===== config.mk =====
export PLATFORM = sky130hd
export DESIGN_NAME = ac_zone_control
export DESIGN_NICKNAME = d
export VERILOG_FILES = /design/src/rtl/ac_zone_control.sv
export SDC_FILE = /design/constraint.sdc
export NUM_CORES = 1
export LEC_CHECK = 0
export ABC_CLOCK_PERIOD_IN_PS = 11270
export CAP_MARGIN = 20
export CELL_PAD_IN_SITES_DETAIL_PLACEMENT = 1
export CELL_PAD_IN_SITES_GLOBAL_PLACEMENT = 2
export CORE_MARGIN = 2
export CORE_UTILIZATION = 23
export DETAILED_ROUTE_END_ITERATION = 10
export PLACE_DENSITY_LB_ADDON = 0.1
export SLEW_MARGIN = 5
export SYNTH_ARGS = -nofsm -noshare
export SYNTH_HDL_FRONTEND = slang
export SYNTH_SLANG_ARGS = --single-unit

===== constraint.sdc =====
create_clock -name clk -period 11.27 [get_ports clk]
set_input_delay 2.254 -clock clk [delete_from_list [all_inputs] [get_ports clk]]
set_output_delay 2.254 -clock clk [all_outputs]
set_load 0.05 [all_outputs]

===== src/rtl/ac_zone_control.sv =====
// ============================================================================
// Module   : ac_zone_control
// Brief    : ZONES independent climate channels with mode cycle, saturating
//            setpoint, hysteretic heat/cool flags and ramp-limited fan speed.
// Revision : 1.0
// ============================================================================
`default_nettype none

module ac_zone_control #(
    parameter int ZONES     = 4,
    parameter int TEMP_W    = 7,
    parameter int SET_MIN   = 16,
    parameter int SET_MAX   = 30,
    parameter int SET_RESET = 22,
    parameter int HYST      = 1,
    parameter int RAMP_CYC  = 4
) (
    input  logic                      clk,
    input  logic                      reset,
    input  logic [ZONES-1:0]          button_ac,
    input  logic [ZONES-1:0]          button_up,
    input  logic [ZONES-1:0]          button_down,
    input  logic [ZONES*TEMP_W-1:0]   temperature,
    output logic [ZONES*3-1:0]        fan_speed,
    output logic [ZONES*8-1:0]        fan_heat,
    output logic [ZONES*2-1:0]        mode_select,
    output logic [ZONES*TEMP_W-1:0]   temperature_registered
);

    localparam int DW = TEMP_W + 1;
    localparam int CW = (RAMP_CYC > 1) ? $clog2(RAMP_CYC) : 1;

    localparam logic [CW-1:0]         c_RELOAD    = CW'(RAMP_CYC - 1);
    localparam logic [TEMP_W-1:0]     c_SET_MIN   = TEMP_W'(SET_MIN);
    localparam logic [TEMP_W-1:0]     c_SET_MAX   = TEMP_W'(SET_MAX);
    localparam logic [TEMP_W-1:0]     c_SET_RESET = TEMP_W'(SET_RESET);
    localparam logic signed [DW-1:0]  c_HYST      = DW'(HYST);
    localparam logic signed [DW-1:0]  c_ZERO      = '0;

    typedef enum logic [1:0] {
        MODE_OFF  = 2'b00,
        MODE_AUTO = 2'b01,
        MODE_FAST = 2'b10,
        MODE_ECO  = 2'b11
    } mode_t;

    for (genvar z = 0; z < ZONES; z++) begin : g_zone
        logic                  r_prev_ac, r_prev_up, r_prev_dn;
        logic                  w_press_ac, w_press_up, w_press_dn;
        mode_t                 r_mode, w_mode_next;
        logic [TEMP_W-1:0]     r_set, w_set_next;
        logic                  r_cool, r_heat, w_cool_next, w_heat_next;
        logic signed [DW-1:0]  w_diff;
        logic [DW-1:0]         w_abs;
        logic [2:0]            w_spd_raw, w_spd_tgt, r_speed, w_speed_next;
        logic [7:0]            w_heat_raw, w_heat_tgt, r_heat_drv;
        logic [CW-1:0]         r_cnt, w_cnt_next;
        logic                  w_bypass;

        assign w_press_ac = button_ac[z]   & ~r_prev_ac;
        assign w_press_up = button_up[z]   & ~r_prev_up;
        assign w_press_dn = button_down[z] & ~r_prev_dn;

        assign w_diff = $signed({1'b0, temperature[z*TEMP_W +: TEMP_W]}) - $signed({1'b0, r_set});
        assign w_abs  = w_diff[DW-1] ? (~w_diff + 1'b1) : w_diff;

        always_ff @(posedge clk) begin
            if (reset) begin
                // Previous values start high so a button held through reset is not a press
                r_prev_ac  <= 1'b1;
                r_prev_up  <= 1'b1;
                r_prev_dn  <= 1'b1;
                r_mode     <= MODE_OFF;
                r_set      <= c_SET_RESET;
                r_cool     <= 1'b0;
                r_heat     <= 1'b0;
                r_speed    <= 3'd0;
                r_heat_drv <= 8'd0;
                r_cnt      <= '0;
            end else begin
                r_prev_ac  <= button_ac[z];
                r_prev_up  <= button_up[z];
                r_prev_dn  <= button_down[z];
                r_mode     <= w_mode_next;
                r_set      <= w_set_next;
                r_cool     <= w_cool_next;
                r_heat     <= w_heat_next;
                r_speed    <= w_speed_next;
                r_heat_drv <= w_heat_tgt;
                r_cnt      <= w_cnt_next;
            end
        end

        always_comb begin
            w_mode_next = r_mode;
            if (w_press_ac) begin
                case (r_mode)
                    MODE_OFF:  w_mode_next = MODE_AUTO;
                    MODE_AUTO: w_mode_next = MODE_FAST;
                    MODE_FAST: w_mode_next = MODE_ECO;
                    default:   w_mode_next = MODE_OFF;
                endcase
            end

            w_set_next = r_set;
            if (r_mode != MODE_OFF) begin
                if (w_press_up && !w_press_dn && r_set < c_SET_MAX)
                    w_set_next = r_set + 1'b1;
                else if (w_press_dn && !w_press_up && r_set > c_SET_MIN)
                    w_set_next = r_set - 1'b1;
            end

            w_bypass    = (r_mode == MODE_OFF) || (r_mode == MODE_FAST);
            w_cool_next = r_cool;
            w_heat_next = r_heat;
            if (w_bypass) begin
                w_cool_next = 1'b0;
                w_heat_next = 1'b0;
            end else begin
                if (w_diff > c_HYST)        w_cool_next = 1'b1;
                else if (w_diff <= c_ZERO)  w_cool_next = 1'b0;
                if (w_diff < -c_HYST)       w_heat_next = 1'b1;
                else if (w_diff >= c_ZERO)  w_heat_next = 1'b0;
            end

            w_spd_raw  = (w_abs >= DW'(7))  ? 3'd7   : w_abs[2:0];
            w_heat_raw = (w_abs >= DW'(16)) ? 8'd255 : {w_abs[3:0], 4'b0000};

            w_spd_tgt  = 3'd0;
            w_heat_tgt = 8'd0;
            case (r_mode)
                MODE_FAST: w_spd_tgt = 3'd7;
                MODE_AUTO, MODE_ECO: begin
                    if (w_cool_next) begin
                        w_spd_tgt = w_spd_raw;
                    end else if (w_heat_next) begin
                        w_spd_tgt  = w_spd_raw;
                        w_heat_tgt = w_heat_raw;
                    end
                    if (r_mode == MODE_ECO) begin
                        if (w_spd_tgt > 3'd3)   w_spd_tgt  = 3'd3;
                        if (w_heat_tgt > 8'd64) w_heat_tgt = 8'd64;
                    end
                end
                default: ;
            endcase

            // Counter parks at zero once on target so a new target steps on the next edge
            w_speed_next = r_speed;
            w_cnt_next   = r_cnt;
            if (w_bypass) begin
                w_speed_next = w_spd_tgt;
                w_cnt_next   = c_RELOAD;
            end else if (r_cnt != '0) begin
                w_cnt_next = r_cnt - 1'b1;
            end else if (r_speed != w_spd_tgt) begin
                w_speed_next = (r_speed < w_spd_tgt) ? r_speed + 3'd1 : r_speed - 3'd1;
                w_cnt_next   = c_RELOAD;
            end
        end

        assign fan_speed[z*3 +: 3]                   = r_speed;
        assign fan_heat[z*8 +: 8]                    = r_heat_drv;
        assign mode_select[z*2 +: 2]                 = r_mode;
        assign temperature_registered[z*TEMP_W +: TEMP_W] = r_set;
    end

endmodule

`default_nettype wire


Yosys cells after proc, flatten, opt, wreduce, memory -nomap -nowiden
Cells that the tools add are included.

operators by class
  muxes and demuxes = 120
  equal/unequal tests = 20
  reduce and logical (&&, ||, !) cells = 68
  bitwise operators = 32
  order comparisons = 44
  add/sub/neg operators = 28

operator list
  operator               count
  $mux W8                28
  $mux W3                40
  $mux W7                8
  $add A8 B1 Y8 const B  4
  $ge A8 B1 Y1 const B   4
  $ge A8 B3 Y1 const B   4
  $ge A8 B5 Y1 const B   4
  $gt A8 B2 Y1 const B   4
  $gt A8 B7 Y1 const B   4
  $le A8 B1 Y1 const B   4
  $lt A8 B1 Y1 const B   4
  $not A8 Y8             4
  $reduce_bool A2 Y1     16
  $sub A7 B7 Y8          4
  $add A7 B1 Y7 const B  4
  $gt A7 B5 Y1 const B   4
  $lt A7 B5 Y1 const B   4
  $sub A7 B1 Y7 const B  4
  $mux W1                24
  $mux W2                12
  $pmux W2 S3            4
  $pmux W3 S2            4
  $eq A2 B2 Y1 const B   8
  $logic_and A1 B1 Y1    16
  16 further kinds       96

word-level totals
  bits of input ports = 42
  output and inout port bits = 80
  register bits after elaboration = 108

Longest topological paths before layout
  word-level depth = 18
  depth in mapped cells = 23
  gate-level depth less buffers = 22

Worst setup path before layout
No wires, ideal clock.

  path type = input to register
  from = input port temperature[0]
  to = register g_zone[0].r_speed[2]
  library setup time = 133 ps
  required time = 11137 ps
  arrival = 6205 ps
  buffers on the path = 1
  path slack = 4932 ps
  cell stages on the path = 23
  cell sequence = inv_1 > ha_1 > inv_1 > fa_1 > inv_1 > ha_1 > and4_1 > o31a_1 > o31a_1 > mux2_2 > a41o_1 > buf_2 > o2111ai_1 > a41oi_1 > ha_1 > nor2b_1 > o21ai_0 > nand2b_1 > fa_1 > xnor2_1 > nor2_1 > xnor2_1 > a21oi_1

between the ends
  cells in the longest elaborated chain, start to end = 18

RTL lines
  element               line  source
  from (decl)           23    input logic [ZONES*TEMP_W-1:0] temperature,
  $sub A7 B7 Y8 (*)     64    assign w_diff = $signed({1'b0, temperature[z*TEMP_W +: TEMP_W]}) - $signed({1'b0, r_set});
  $not A8 Y8            65    assign w_abs = w_diff[DW-1] ? (~w_diff + 1'b1) : w_diff;
  $add A8 B1 Y8         65
  $mux W8               65
  $ge A8 B3 Y1          126   w_spd_raw = (w_abs >= DW'(7)) ? 3'd7 : w_abs[2:0];
  $mux W3               126
  $mux W3               136   end else if (w_heat_next) begin
  $mux W3 (*)           134   if (w_cool_next) begin
  [2 not listed]        n/a
  $mux W3               141   if (w_spd_tgt > 3'd3) w_spd_tgt = 3'd3;
  $mux W3 (*)           140   if (r_mode == MODE_ECO) begin
  $pmux W3 S2 (*)       131   case (r_mode)
  $lt A3 B3 Y1          157   w_speed_next = (r_speed < w_spd_tgt) ? r_speed + 3'd1 : r_speed - 3'd1;
  $mux W3               157
  $mux W3               156   end else if (r_speed != w_spd_tgt) begin
  $mux W3               154   end else if (r_cnt != '0) begin
  $mux W3               151   if (w_bypass) begin
  to (signal assigned)  88    r_speed <= w_speed_next;
  to (decl)             55    logic [2:0] w_spd_raw, w_spd_tgt, r_speed, w_speed_next;

Mark *: on every way between the ends. The rest lies on a longest branch, timed or not. The select of a mux whose other input is x is not followed.
A chain may end at the register's enable or synchronous reset.

Worst setup path in the final report
  from = input port temperature[7]
  to = register g_zone[1].r_speed[2]

between the ends
  cells in the longest elaborated chain, start to end = 18

RTL lines
  element               line
  $sub A7 B7 Y8 (*)     64
  $not A8 Y8            65
  $add A8 B1 Y8         65
  $mux W8               65
  $ge A8 B3 Y1          126
  $mux W3               126
  $mux W3               136
  $mux W3 (*)           134
  [2 not listed]        n/a
  $mux W3               141
  $mux W3 (*)           140
  $pmux W3 S2 (*)       131
  $lt A3 B3 Y1          157
  $mux W3               157
  $mux W3               156
  $mux W3               154
  $mux W3               151
  to (signal assigned)  88
  to (decl)             55

Marks and branches as above.

==> results_dict.tcl <==
set metrics [dict create \
    arrival_ps 6990 \
    cts_buffers 9 \
    timing.fmax_mhz 148 \
    final_cell_mix "clkdlybuf4s50_1, nor2_1, ha_1, dfxtp_1, inv_1" \
    r2r_setup_slack_ps 6220 \
    use_met1_pct 17.7 \
    use_met2_pct 22.2 \
    wl_um 23600 \
    grt_max_degree 39 \
    clock_latency_ps 360 \
    busiest_layer "met2" \
    tightestPinTransition_ps 869 \
    final_nets 1212 \
    yosys_warnings 0 \
    finalCriticalPeriod_ps 6770 \
    antenna_found_initial 0 \
    die_width_um 191 \
    p_leak_nw 4.04 \
    synth_seq_area_share_pct 23.9 \
    yosysUniqueCellTypes 81 \
    drive_gt1_share_pct 5.06 \
    core_region_area_um2 34500 \
    status "finished, final reports clean" \
    r2r_cells 21 \
    gp_congestion 0.745 \
    power.switching_w 0.000321 \
    dieArea_um2 36500 \
    required_ps 11490 \
    io_pins 122 \
    yosys_register_bits 96 \
    die_h_um 191 \
    reg2reg_to "g_zone[3].r_speed[2]$_SDFFE_PP0P_" \
    p_int_w 0.000664 \
    cts_tree "yes" \
    hold_end "g_zone[2].r_cnt[0]$_SDFFE_PP0P_" \
    ys_dominant_reg_cell "dfxtp_1" \
    end_kind "flop" \
    critPathMaxFanout 7 \
    worstSetupStartpointType "input pin" \
    power_frac_comb_pct 28.9 \
    avgViaCountPerCell 4.75 \
    r2r-start "g_zone[3].r_set[0]$_SDFFE_PP0P_" \
    clockBufferDepth 2 \
    final_common_cell "clkdlybuf4s50_1" \
    cts_setup_buffers 0 \
    finalHoldViolCount 0 \
    switching_share_pct 32.6 \
    area_growth_syn_to_layout_pct 23.5 \
    syn-instance-count 963 \
    power_density_nw_per_um2 99.1 \
    grt_pass1_wl_um 39300 \
    fin_tns_setup_ps 0 \
    start_util_pct 23.3 \
    cts-root-buf "clkbuf_16" \
    first_pass_iters 4 \
    drcViolationCount 0 \
    syn_avg_cell_area_um2 8.35 \
    hp-class "flop to flop" \
    wire_per_inst_um 15.5 \
    antenna_cells 0 \
    cts_resized 0 \
    syn_nets 1113 \
    whs_path_depth 2 \
    ys_async_sr_fraction_pct 0 \
    slew_violations 0 \
    overflow 0 \
    rows 68 \
    hold_buffers 0 \
    p_clk_share_pct 34.4 \
    clk_pin_slew_ps 70 \
    final_util_pct 28.8 \
    critical_path_class "input pin to flop" \
    use_met3_pct 3.25 \
    h-tree-depth 3 \
    hpwl_um 18600 \
    rsz0062_at_grt "no" \
    setup_viol_count_final 0 \
    final_cell_area_um2 9930 \
    port_buffers 121 \
    vias 7222 \
    mappedNetlistArea_um2 8040 \
    timing.slew.headroom_pct 41.3 \
    groute.usage.overall_pct 13.4 \
    ant_nets 0 \
    peakVddDrop_mv 0.0787 \
    holdCritStartpoint "g_zone[2].r_cnt[0]$_SDFFE_PP0P_" \
    period_share_pct 60.1 \
    first_global_vias 7458 \
    first_iter_violations 243 \
    finalClockSkew_ps 6.85 \
    cts.sink_count 96 \
    seqPwrFrac_pct 36.7 \
    place_area_um2 9610 \
    synth-edff-count 0 \
    max_cap_violations 0 \
]
-- how the worst max path moves through the flow --
| stage | to | cells after the start | slack (ps) | start |
|---|---|---|---|---|
| after floorplan | g_zone[0].r_speed[2]$_SDFFE_PP0P_ | 23 | 4930 | temperature[0] |
| after detailed placement | g_zone[0].r_speed[2]$_SDFFE_PP0P_ | 23 | 4110 | temperature[0] |
| after CTS | g_zone[0].r_speed[2]$_SDFFE_PP0P_ | 23 | 4500 | temperature[0] |
| after global routing | g_zone[1].r_speed[2]$_SDFFE_PP0P_ | 23 | 4060 | temperature[7] |
| after global placement | g_zone[3].r_speed[2]$_SDFFE_PP0P_ | 23 | 4110 | temperature[21] |
| final | g_zone[1].r_speed[2]$_SDFFE_PP0P_ | 23 | 4500 | temperature[7] |
-- layer usage --
layer / vias to the layer above / wire length (µm)
li1: 3685 / -
met1: 3449 / 11600
met2: 80 / 11000
met3: 8 / 847
met4: 0 / 160
met5: - / 0
-- cells by family after synthesis --
kind of cell	synth area share [%]
AND/OR/NAND/NOR	22.3
adder cells (fa/ha/maj)	17.9
flip-flops	23.9
XOR/XNOR	5.45
buffers and inverters	6.19
multiplexers	3.02
AO/OA/AOI/OAI	21.2
-- worst max-delay path, stage by stage --
cell	delay (ps)
clkdlybuf4s50_1	450
inv_1	40
ha_1	210
inv_1	70
fa_1	470
inv_1	130
ha_1	290
inv_1	90
or3_1	350
mux2i_1	230
a31o_2	190
a32oi_1	160
nor2_1	360
a41o_1	230
ha_1	240
nor2b_1	130
o21ai_0	130
nand2b_1	120
fa_1	380
xnor2_1	140
nor2_1	110
xnor2_1	130
a21oi_1	80
-- cell usage after synthesis, types with 6 or more instances --
master | count | area [µm²]
a211o_1 | 8 | 70.1
and3_1 | 6 | 37.5
clkbuf_1 | 14 | 52.6
nand2b_1 | 26 | 163
or2_2 | 16 | 100
nor2b_1 | 28 | 175
nand4_1 | 16 | 100
mux2i_1 | 22 | 220
o21a_1 | 8 | 60.1
nor2_1 | 96 | 360
fa_1 | 12 | 240
nand3b_1 | 7 | 52.6
or3_1 | 11 | 68.8
buf_4 | 12 | 90.1
nor4_1 | 10 | 62.6
a21oi_1 | 61 | 305
nor3_1 | 42 | 210
a31oi_1 | 8 | 50.1
a311oi_1 | 7 | 61.3
ha_1 | 96 | 1200
dfxtp_1 | 96 | 1920
o211ai_1 | 7 | 52.6
o21bai_1 | 8 | 60.1
nor3b_1 | 7 | 52.6
nand3_1 | 19 | 95.1
inv_1 | 75 | 282
nand2_1 | 34 | 128
xor2_1 | 23 | 201
o21ai_0 | 24 | 120
a21o_1 | 15 | 113
a211oi_1 | 14 | 105
xnor2_1 | 27 | 236
-- through the flow --
stage | std cells | hold slack [ps] | power, W | setup WS [ps]
after floorplan | 963 | 497 | 0.000575 | 4930
after global placement | 1506 | 523 | 0.000660 | 4110
after detailed placement | 1506 | 530 | 0.000657 | 4110
after CTS | 1522 | 547 | 0.00101 | 4500
after global routing | 1522 | 578 | 0.00106 | 4060
final | 1522 | 534 | 0.000985 | 4500
-- power by group through the flow --
stage | logic (W) | registers (W) | clock network (W)
final | 0.000285 | 0.000361 | 0.000339
after global routing | 0.000322 | 0.000364 | 0.000372
after CTS | 0.000289 | 0.000362 | 0.000360
after detailed placement | 0.000287 | 0.000370 | 0
after global placement | 0.000290 | 0.000370 | 0
after floorplan | 0.000190 | 0.000385 | 0
-- cell type report --
type	instances	area, µm²
clock buffer	14	284
clock inverter	2	35.0
fill	4128	24500
inverter	75	282
multi-input combinational	757	5620
sequential	96	1920
tap	455	569
timing repair buffer	123	1220
-- state kept, by name, summed over array words and instances, names as in the netlist --
name,flops
g_zone.r_set,28
g_zone.r_prev_ac,4
g_zone.r_cnt,8
g_zone.r_mode,8
g_zone.r_prev_dn,4
g_zone.r_heat_drv,20
g_zone.r_heat,4
g_zone.r_speed,12
g_zone.r_cool,4
g_zone.r_prev_up,4
No activity file was read; power rests on OpenSTA's default activity.
